## src/rtl/bpu_pkg.sv

```systemverilog
// bpu_pkg: types and constants shared between the branch predictor front end
// and the back-end resolve block.
package bpu_pkg;

  localparam logic [31:0] BPU_RESET_PC = 32'h1c00_0000;

  typedef struct packed {
    logic [31:0] npc;
  } bpu_predict_info_t;

  typedef struct packed {
    logic [31:0] pc;
    logic [31:0] target;
    logic        taken;
    logic        mispredict;
  } bpu_update_info_t;

  typedef enum logic [1:0] {
    IDLE,
    REDIRECT,
    DRAIN
  } bpu_resolve_state_e;

endpackage

```

## src/rtl/bpu_update_fifo.sv

```systemverilog
// bpu_update_fifo: circular buffer of predictor training records.
//   push/push_data : enqueue, ignored when full
//   pop            : dequeue, ignored when empty
//   head           : oldest entry, zero when empty
//   full/empty     : derived from registered pointers only
module bpu_update_fifo
  import bpu_pkg::*;
#(
  parameter int unsigned DEPTH = 4
) (
  input  logic             clk,
  input  logic             rst_n,
  input  logic             push,
  input  bpu_update_info_t push_data,
  input  logic             pop,
  output bpu_update_info_t head,
  output logic             full,
  output logic             empty
);

  localparam int unsigned AW = $clog2(DEPTH);

  // Pointers carry one extra wrap bit so full and empty are distinguishable.
  logic [AW:0]      wptr_q;
  logic [AW:0]      rptr_q;
  logic [AW:0]      count;
  logic             push_en;
  logic             pop_en;
  bpu_update_info_t mem [DEPTH];

  assign count   = wptr_q - rptr_q;
  assign full    = (count == (AW+1)'(DEPTH));
  assign empty   = (count == '0);
  assign push_en = push && !full;
  assign pop_en  = pop && !empty;
  assign head    = empty ? '0 : mem[rptr_q[AW-1:0]];

  always_ff @(posedge clk or negedge rst_n) begin
    if (!rst_n) begin
      wptr_q <= '0;
      rptr_q <= '0;
    end else begin
      if (push_en) wptr_q <= wptr_q + 1'b1;
      if (pop_en)  rptr_q <= rptr_q + 1'b1;
    end
  end

  always_ff @(posedge clk) begin
    if (push_en) mem[wptr_q[AW-1:0]] <= push_data;
  end

endmodule

```

## src/rtl/bpu_resolve.sv

```systemverilog
// bpu_resolve: compares resolved branch outcomes against the prediction that
// travelled with each instruction, issues a one-cycle redirect/flush on a
// misprediction, and queues training records for the fetch-side predictor.
//   ex_*           : resolved instruction from execute
//   stall_o        : update FIFO full, upstream holds
//   redirect_o/pc  : fetch restart request, flush_o kills younger work
//   update_*       : valid/ready drain of training records
// Optional feature macro BPU_RESOLVE_PERF_EN adds saturating counters
// perf_branch_o and perf_mispred_o.
module bpu_resolve
  import bpu_pkg::*;
#(
  parameter int unsigned UPD_DEPTH   = 4,
  parameter int unsigned KILL_CYCLES = 2
) (
  input  logic              clk,
  input  logic              rst_n,
  input  logic              ex_valid_i,
  input  logic [31:0]       ex_pc_i,
  input  logic              ex_is_branch_i,
  input  logic              ex_taken_i,
  input  logic [31:0]       ex_target_i,
  input  bpu_predict_info_t ex_pred_i,
  output logic              stall_o,
  output logic              redirect_o,
  output logic [31:0]       redirect_pc_o,
  output logic              flush_o,
  output logic              update_valid_o,
  output bpu_update_info_t  update_o,
  input  logic              update_ready_i
`ifdef BPU_RESOLVE_PERF_EN
  ,
  output logic [31:0]       perf_branch_o,
  output logic [31:0]       perf_mispred_o
`endif
);

  localparam int unsigned KW = $clog2(KILL_CYCLES + 1);

  bpu_resolve_state_e state_q, state_d;
  logic [KW-1:0]      kill_q, kill_d;
  logic [31:0]        redirect_pc_q;
  logic [31:0]        actual_npc;
  logic               accept;
  logic               mispredict;
  logic               push;
  logic               fifo_full;
  logic               fifo_empty;
  bpu_update_info_t   rec;

  assign accept     = ex_valid_i && !fifo_full && (state_q == IDLE);
  assign actual_npc = (ex_is_branch_i && ex_taken_i) ? ex_target_i : ex_pc_i + 32'd4;
  assign mispredict = (actual_npc != ex_pred_i.npc);
  assign push       = accept && (ex_is_branch_i || mispredict);

  assign rec.pc         = ex_pc_i;
  assign rec.target     = actual_npc;
  assign rec.taken      = ex_is_branch_i && ex_taken_i;
  assign rec.mispredict = mispredict;

  bpu_update_fifo #(
    .DEPTH(UPD_DEPTH)
  ) u_fifo (
    .clk      (clk),
    .rst_n    (rst_n),
    .push     (push),
    .push_data(rec),
    .pop      (update_valid_o && update_ready_i),
    .head     (update_o),
    .full     (fifo_full),
    .empty    (fifo_empty)
  );

  assign stall_o        = fifo_full;
  assign update_valid_o = !fifo_empty;
  assign redirect_o     = (state_q == REDIRECT);
  assign flush_o        = (state_q == REDIRECT);
  assign redirect_pc_o  = redirect_pc_q;

  always_comb begin
    state_d = state_q;
    kill_d  = kill_q;
    case (state_q)
      IDLE:     if (accept && mispredict) state_d = REDIRECT;
      REDIRECT: begin
        state_d = DRAIN;
        kill_d  = KW'(KILL_CYCLES);
      end
      DRAIN: begin
        if (kill_q == KW'(1)) state_d = IDLE;
        else                  kill_d  = kill_q - 1'b1;
      end
      default:  state_d = IDLE;
    endcase
  end

  always_ff @(posedge clk or negedge rst_n) begin
    if (!rst_n) begin
      state_q       <= IDLE;
      kill_q        <= '0;
      redirect_pc_q <= '0;
    end else begin
      state_q <= state_d;
      kill_q  <= kill_d;
      if (accept && mispredict) redirect_pc_q <= actual_npc;
    end
  end

`ifdef BPU_RESOLVE_PERF_EN
  always_ff @(posedge clk or negedge rst_n) begin
    if (!rst_n) begin
      perf_branch_o  <= '0;
      perf_mispred_o <= '0;
    end else begin
      if (accept && ex_is_branch_i && perf_branch_o != '1)
        perf_branch_o <= perf_branch_o + 32'd1;
      if (accept && mispredict && perf_mispred_o != '1)
        perf_mispred_o <= perf_mispred_o + 32'd1;
    end
  end
`endif

endmodule

```

## config.mk

```make
export PLATFORM = sky130hd
export DESIGN_NAME = bpu_resolve
export DESIGN_NICKNAME = d
export VERILOG_FILES = /design/src/rtl/bpu_pkg.sv /design/src/rtl/bpu_update_fifo.sv /design/src/rtl/bpu_resolve.sv
export SDC_FILE = /design/constraint.sdc
export NUM_CORES = 1
export LEC_CHECK = 0
export CAP_MARGIN = 20
export CORE_ASPECT_RATIO = 0.75
export CORE_MARGIN = 2
export CORE_UTILIZATION = 45
export CTS_CLUSTER_DIAMETER = 50
export CTS_CLUSTER_SIZE = 12
export DETAILED_ROUTE_END_ITERATION = 7
export GPL_TIMING_DRIVEN = 0
export PLACE_DENSITY_LB_ADDON = 0.05
export REMOVE_ABC_BUFFERS = 1
export SETUP_SLACK_MARGIN = 0.3
export SLEW_MARGIN = 5
export SYNTH_ARGS = -nofsm -noshare
export SYNTH_HDL_FRONTEND = slang
export SYNTH_HIERARCHICAL = 1
export SYNTH_SLANG_ARGS = --single-unit
```

## constraint.sdc

```tcl
create_clock -name clk -period 17.4 [get_ports clk]
set_input_delay 1.74 -clock clk [delete_from_list [all_inputs] [get_ports clk]]
set_output_delay 1.74 -clock clk [all_outputs]
set_load 0.05 [all_outputs]
```

==> results list <==
- Tot GR Track Use: 0.229
- Area post-placement: 17,100 um2
- Detailed-router iteration count before antenna repair: 5
* Routed via count: 9,037
- Final min period: 6.46 ns
- Die Area: 33,600 um2
- Synthesis inferred 306 register bits.
* Worst hold start: redirect_pc_o[18]$_DFFE_PN0P_
- Clock Skews: 0.0159 ns
- Worst-skew pair later-pin latency: 0.56 ns
- For this run, design rule violations remaining after detail routing come to 0.
- Xor/xnor cell area share of the yosys netlist: 0.0369
* Placed wire-length estimate after detailed placement: 27.0 mm
* Cell depth of the worst flop-to-flop path: 10
* Maximum level of the CTS H-tree: 1
- In the final layout, the multi-input gates occupy 5110 um2.
* Largest cells by area after synthesis: sky130_fd_sc_hd__edfxtp_1 55%, sky130_fd_sc_hd__mux4_2 10%, sky130_fd_sc_hd__dfrtp_1 7.3%
* R2r setup slk: 12.98 ns
- Setup violations remaining at the end of the flow were counted as 0.
- The tool flagged a number of max-cap violations equal to 0.
* Hold Violations, Final: 0
- CP arrival: 6.74 ns
* Startpoint type of the worst setup path: input pin
* Remaining global-route overflow: 0
* Cell Chain, Critical Path: clkdlybuf4s50_1, nand2_2, buf_12, inv_2, buf_12, o21ai_0, xor2_1, a311oi_1, nand3_1, nor4_1, and4_1, a41oi_1, inv_1, a31oi_4, and2_4, buf_16
* Async SR Flop Fraction: 0.137
- Along the worst path, the maximum fanout reaches 55.
- The finished cells cover 18,000 um2.
* Worst slack, placed: 10.40 ns
- For the pin with the worst max-slew slack, the measured transition is 0.895 ns.
- Vias in the first global route: 9,038
* Post-Synth Adder-Cell Area: 0.00778
* Worst voltage drop across the vdd grid: 159 uV
* Capture endpoint of the worst hold path: redirect_pc_o[18]$_DFFE_PN0P_
- In this run the count of I/O pins placed on the die edge is 204.
- Period utilization: 0.371
* Synthesized area per cell: 15.1 um2
* Placer Congestion: 0.929
* Main combinational cell family by area after synthesis: multiplexers
- Post-synth top cells: 264 x sky130_fd_sc_hd__edfxtp_1, 80 x sky130_fd_sc_hd__nor2b_1, 66 x sky130_fd_sc_hd__mux4_2, 46 x sky130_fd_sc_hd__nand2_1, 42 x sky130_fd_sc_hd__dfrtp_1
- The detail route stage leaves a number of antenna-violating nets equal to 0.
- Entering global routing, the biggest net connects 56 pins.
- Measured against the total synthesized area, the mux share comes to 0.141.
* Die Y: 159 um
* Warnings from Yosys: 6
* Setup Total Neg Slack: 0 ns
- Reg2reg end: u_fifo/mem[0][40]$_DFFE_PP_
- The region available for standard cell placement spans 31,500 um2.
- The count of buffers added on input and output ports is 203.
- Synth cell types: 73
- STA classifies the critical path endpoint as a flip-flop.
- EDFF count, synth: 264
- Req. time, crit path: 17.67 ns
- Fmax achieved: 155 MHz
* Total of fill cells in the finished design: 2,553
- Synthesis produced 957 cells.
- For this run, the slowest stage of the critical path takes 0.66 ns.
* Nets@finish: 1,268
- Counting every sink on the clock net gives 306.
- Worst hold stages: 1
- CTS tree: built
* CP max stage cell: sky130_fd_sc_hd__clkdlybuf4s50_1
* Number of buffers on the longest clock path: 3
- Share of the synthesized area in compound gates (AO/OA/AOI/OAI): 0.0583
* FF/Latch Area: 8990 um2
* TritonCTS buffer count: 31
- Site row count: 56
- Of the cells placed in the final design, the portion with a size suffix greater than 1 is 0.153.
- Of all cell types, the one taking the most synthesized area is sky130_fd_sc_hd__edfxtp_1.
* Max-slew violation count: 0
* Minimum setup slack in the final design: 10.94 ns
- For this block, the initial DRC count from the detailed router was 737.
- Worst-path clk slew: 0.06 ns
- The run finished with clean final reports.
* Total leakage power: 6.09 nW
* Count leader, synth: sky130_fd_sc_hd__edfxtp_1
- Average detailed-routed wire length per instance: 24.1 um
- In this run the post-CTS setup repair buffer count came out at 0.
- Post-CTS repair changed the size of 0 cells.
- In this run the worst hold path is classified as flip-flop to flip-flop.
- For this run, the leading register cell type out of synthesis is sky130_fd_sc_hd__edfxtp_1.
- The die is 211 um wide.
- The tightest hold path in the finished design has a slack of 0.507 ns.
* Root buf cell: sky130_fd_sc_hd__clkbuf_16
- Yosys top cell area share: 0.548
- In this run the tightest slew margin relative to its limit is 0.397.
* Cts hold-fix bufs: 0
- Power density relative to cell area: 203 nW/um2
- After detailed routing, the number of vias per cell comes to 5.68.
* Area share of and/or/nand/nor cells after synthesis: 0.107
- The startpoint identified for the worst register-to-register timing path is u_fifo/rptr_q[0]$_DFFE_PN0P_.
* Dominant cell type by count on the critical path: sky130_fd_sc_hd__buf_12
* Combined area of all synthesized cells: 14,500 um2
* Worst Setup Path Type: input pin to flip-flop
- Total power: 3.66 mW
* Unrepaired setup endpoints after global routing: no
- Final wirelength: 38.3 mm
- Starting Density: 0.460
* Area Growth Syn to Fin: 24.7%
* Antenna violations before repair: 6
- For this run, the register share of the synthesized area comes to 0.621.
* Global-route wire length before repair: 57.7 mm
## worst max path at each step
stage / from / end / slack (ns)
3_3_place_gp: ex_is_branch_i / u_fifo/mem[3][13]$_DFFE_PP_ / 2.56
6_report: ex_is_branch_i / u_fifo/mem[0][40]$_DFFE_PP_ / 10.94
5_1_grt: ex_is_branch_i / u_fifo/mem[0][40]$_DFFE_PP_ / 10.60
3_5_place_dp: ex_is_branch_i / u_fifo/mem[1][13]$_DFFE_PP_ / 10.40
4_1_cts: ex_is_branch_i / u_fifo/mem[1][38]$_DFFE_PP_ / 10.96
2_1_floorplan: ex_is_branch_i / u_fifo/mem[3][0]$_DFFE_PP_ / 8.34
## layout make-up
cell class,instances,share of cell area
inverters,33,0.00686
clock inverters,6,0.00354
flip-flops and latches,306,0.498
diodes,2,0.000277
clock buffers,52,0.0485
repair buffers,219,0.131
well taps,406,0.0281
multi-input cells,566,0.283
## cell usage in the layout, fill, tap and decap left out, types with 8 or more instances in the layout
cell type	netlist	routed
sky130_fd_sc_hd__clkbuf_16	0	31
sky130_fd_sc_hd__mux4_2	66	66
sky130_fd_sc_hd__nor4_1	11	10
sky130_fd_sc_hd__nand4_1	13	13
sky130_fd_sc_hd__nor2b_1	80	80
sky130_fd_sc_hd__nand2_1	46	45
sky130_fd_sc_hd__inv_1	33	32
sky130_fd_sc_hd__o22ai_1	8	8
sky130_fd_sc_hd__clkdlybuf4s50_1	0	202
sky130_fd_sc_hd__buf_12	0	10
sky130_fd_sc_hd__and3_1	8	8
sky130_fd_sc_hd__edfxtp_1	264	264
sky130_fd_sc_hd__xnor2_1	35	35
sky130_fd_sc_hd__a21oi_1	19	19
sky130_fd_sc_hd__nor3_1	12	12
sky130_fd_sc_hd__ha_1	9	9
sky130_fd_sc_hd__nor2_1	33	33
sky130_fd_sc_hd__nand3_1	32	32
sky130_fd_sc_hd__xor2_1	21	21
sky130_fd_sc_hd__o21ai_0	31	31
sky130_fd_sc_hd__clkbuf_1	21	19
sky130_fd_sc_hd__mux2_4	29	29
sky130_fd_sc_hd__dfrtp_1	42	40
## per-layer routing
| layer | share of wire | global-route usage | up-vias |
|---|---|---|---|
| met1 | 0.47 | 0.350 | 4565 |
| met3 | 0.062 | 0.0483 | 55 |
| li1 | - | - | 4126 |
| met2 | 0.45 | 0.343 | 285 |
| met5 | 0.0011 | 0 | - |
| met4 | 0.017 | 0.0429 | 6 |
## per-stage QoR
stage,utilization,std cells
final,0.574,1590
after global routing,0.574,1589
after CTS,0.573,1588
after detailed placement,0.544,1530
after global placement,0.531,1514
after floorplan,-,905
## sequential cells by signal, indices dropped and copies added, names as in the netlist
signal         flops
kill_q             2
redirect_pc_o     32
state_q            2
u_fifo/mem       264
u_fifo/rptr_q      3
u_fifo/wptr_q      3
## critical path, delay by kind of cell
kind / cells / cell delay (ns)
xor+xnor: 1 / 0.25
buf+inv: 6 / 1.70
simple gates: 5 / 1.69
compound gates: 4 / 1.27
## report_power, final
part	leakage [nW]	total, mW	internal, mW	switching (mW)
sequential	2.88	1.07	0.978	0.0951
clock	0.453	0.616	0.356	0.260
combinational	2.76	1.97	0.752	1.22
total	6.09	3.66	2.09	1.57
## logic make-up (layout without fill, tap and decap cells)
kind of cell / after synthesis / count (layout)
xor gates and xnor gates: 58 / 58
DFF: 306 / 306
AOI/OAI and AO/OA: 120 / 120
buffers and inverters: 85 / 310
muxes: 106 / 106
other: 0 / 2
and+or+nand+nor: 273 / 273
adders and majority gates: 9 / 9
Power figures use the tool's default switching activity.
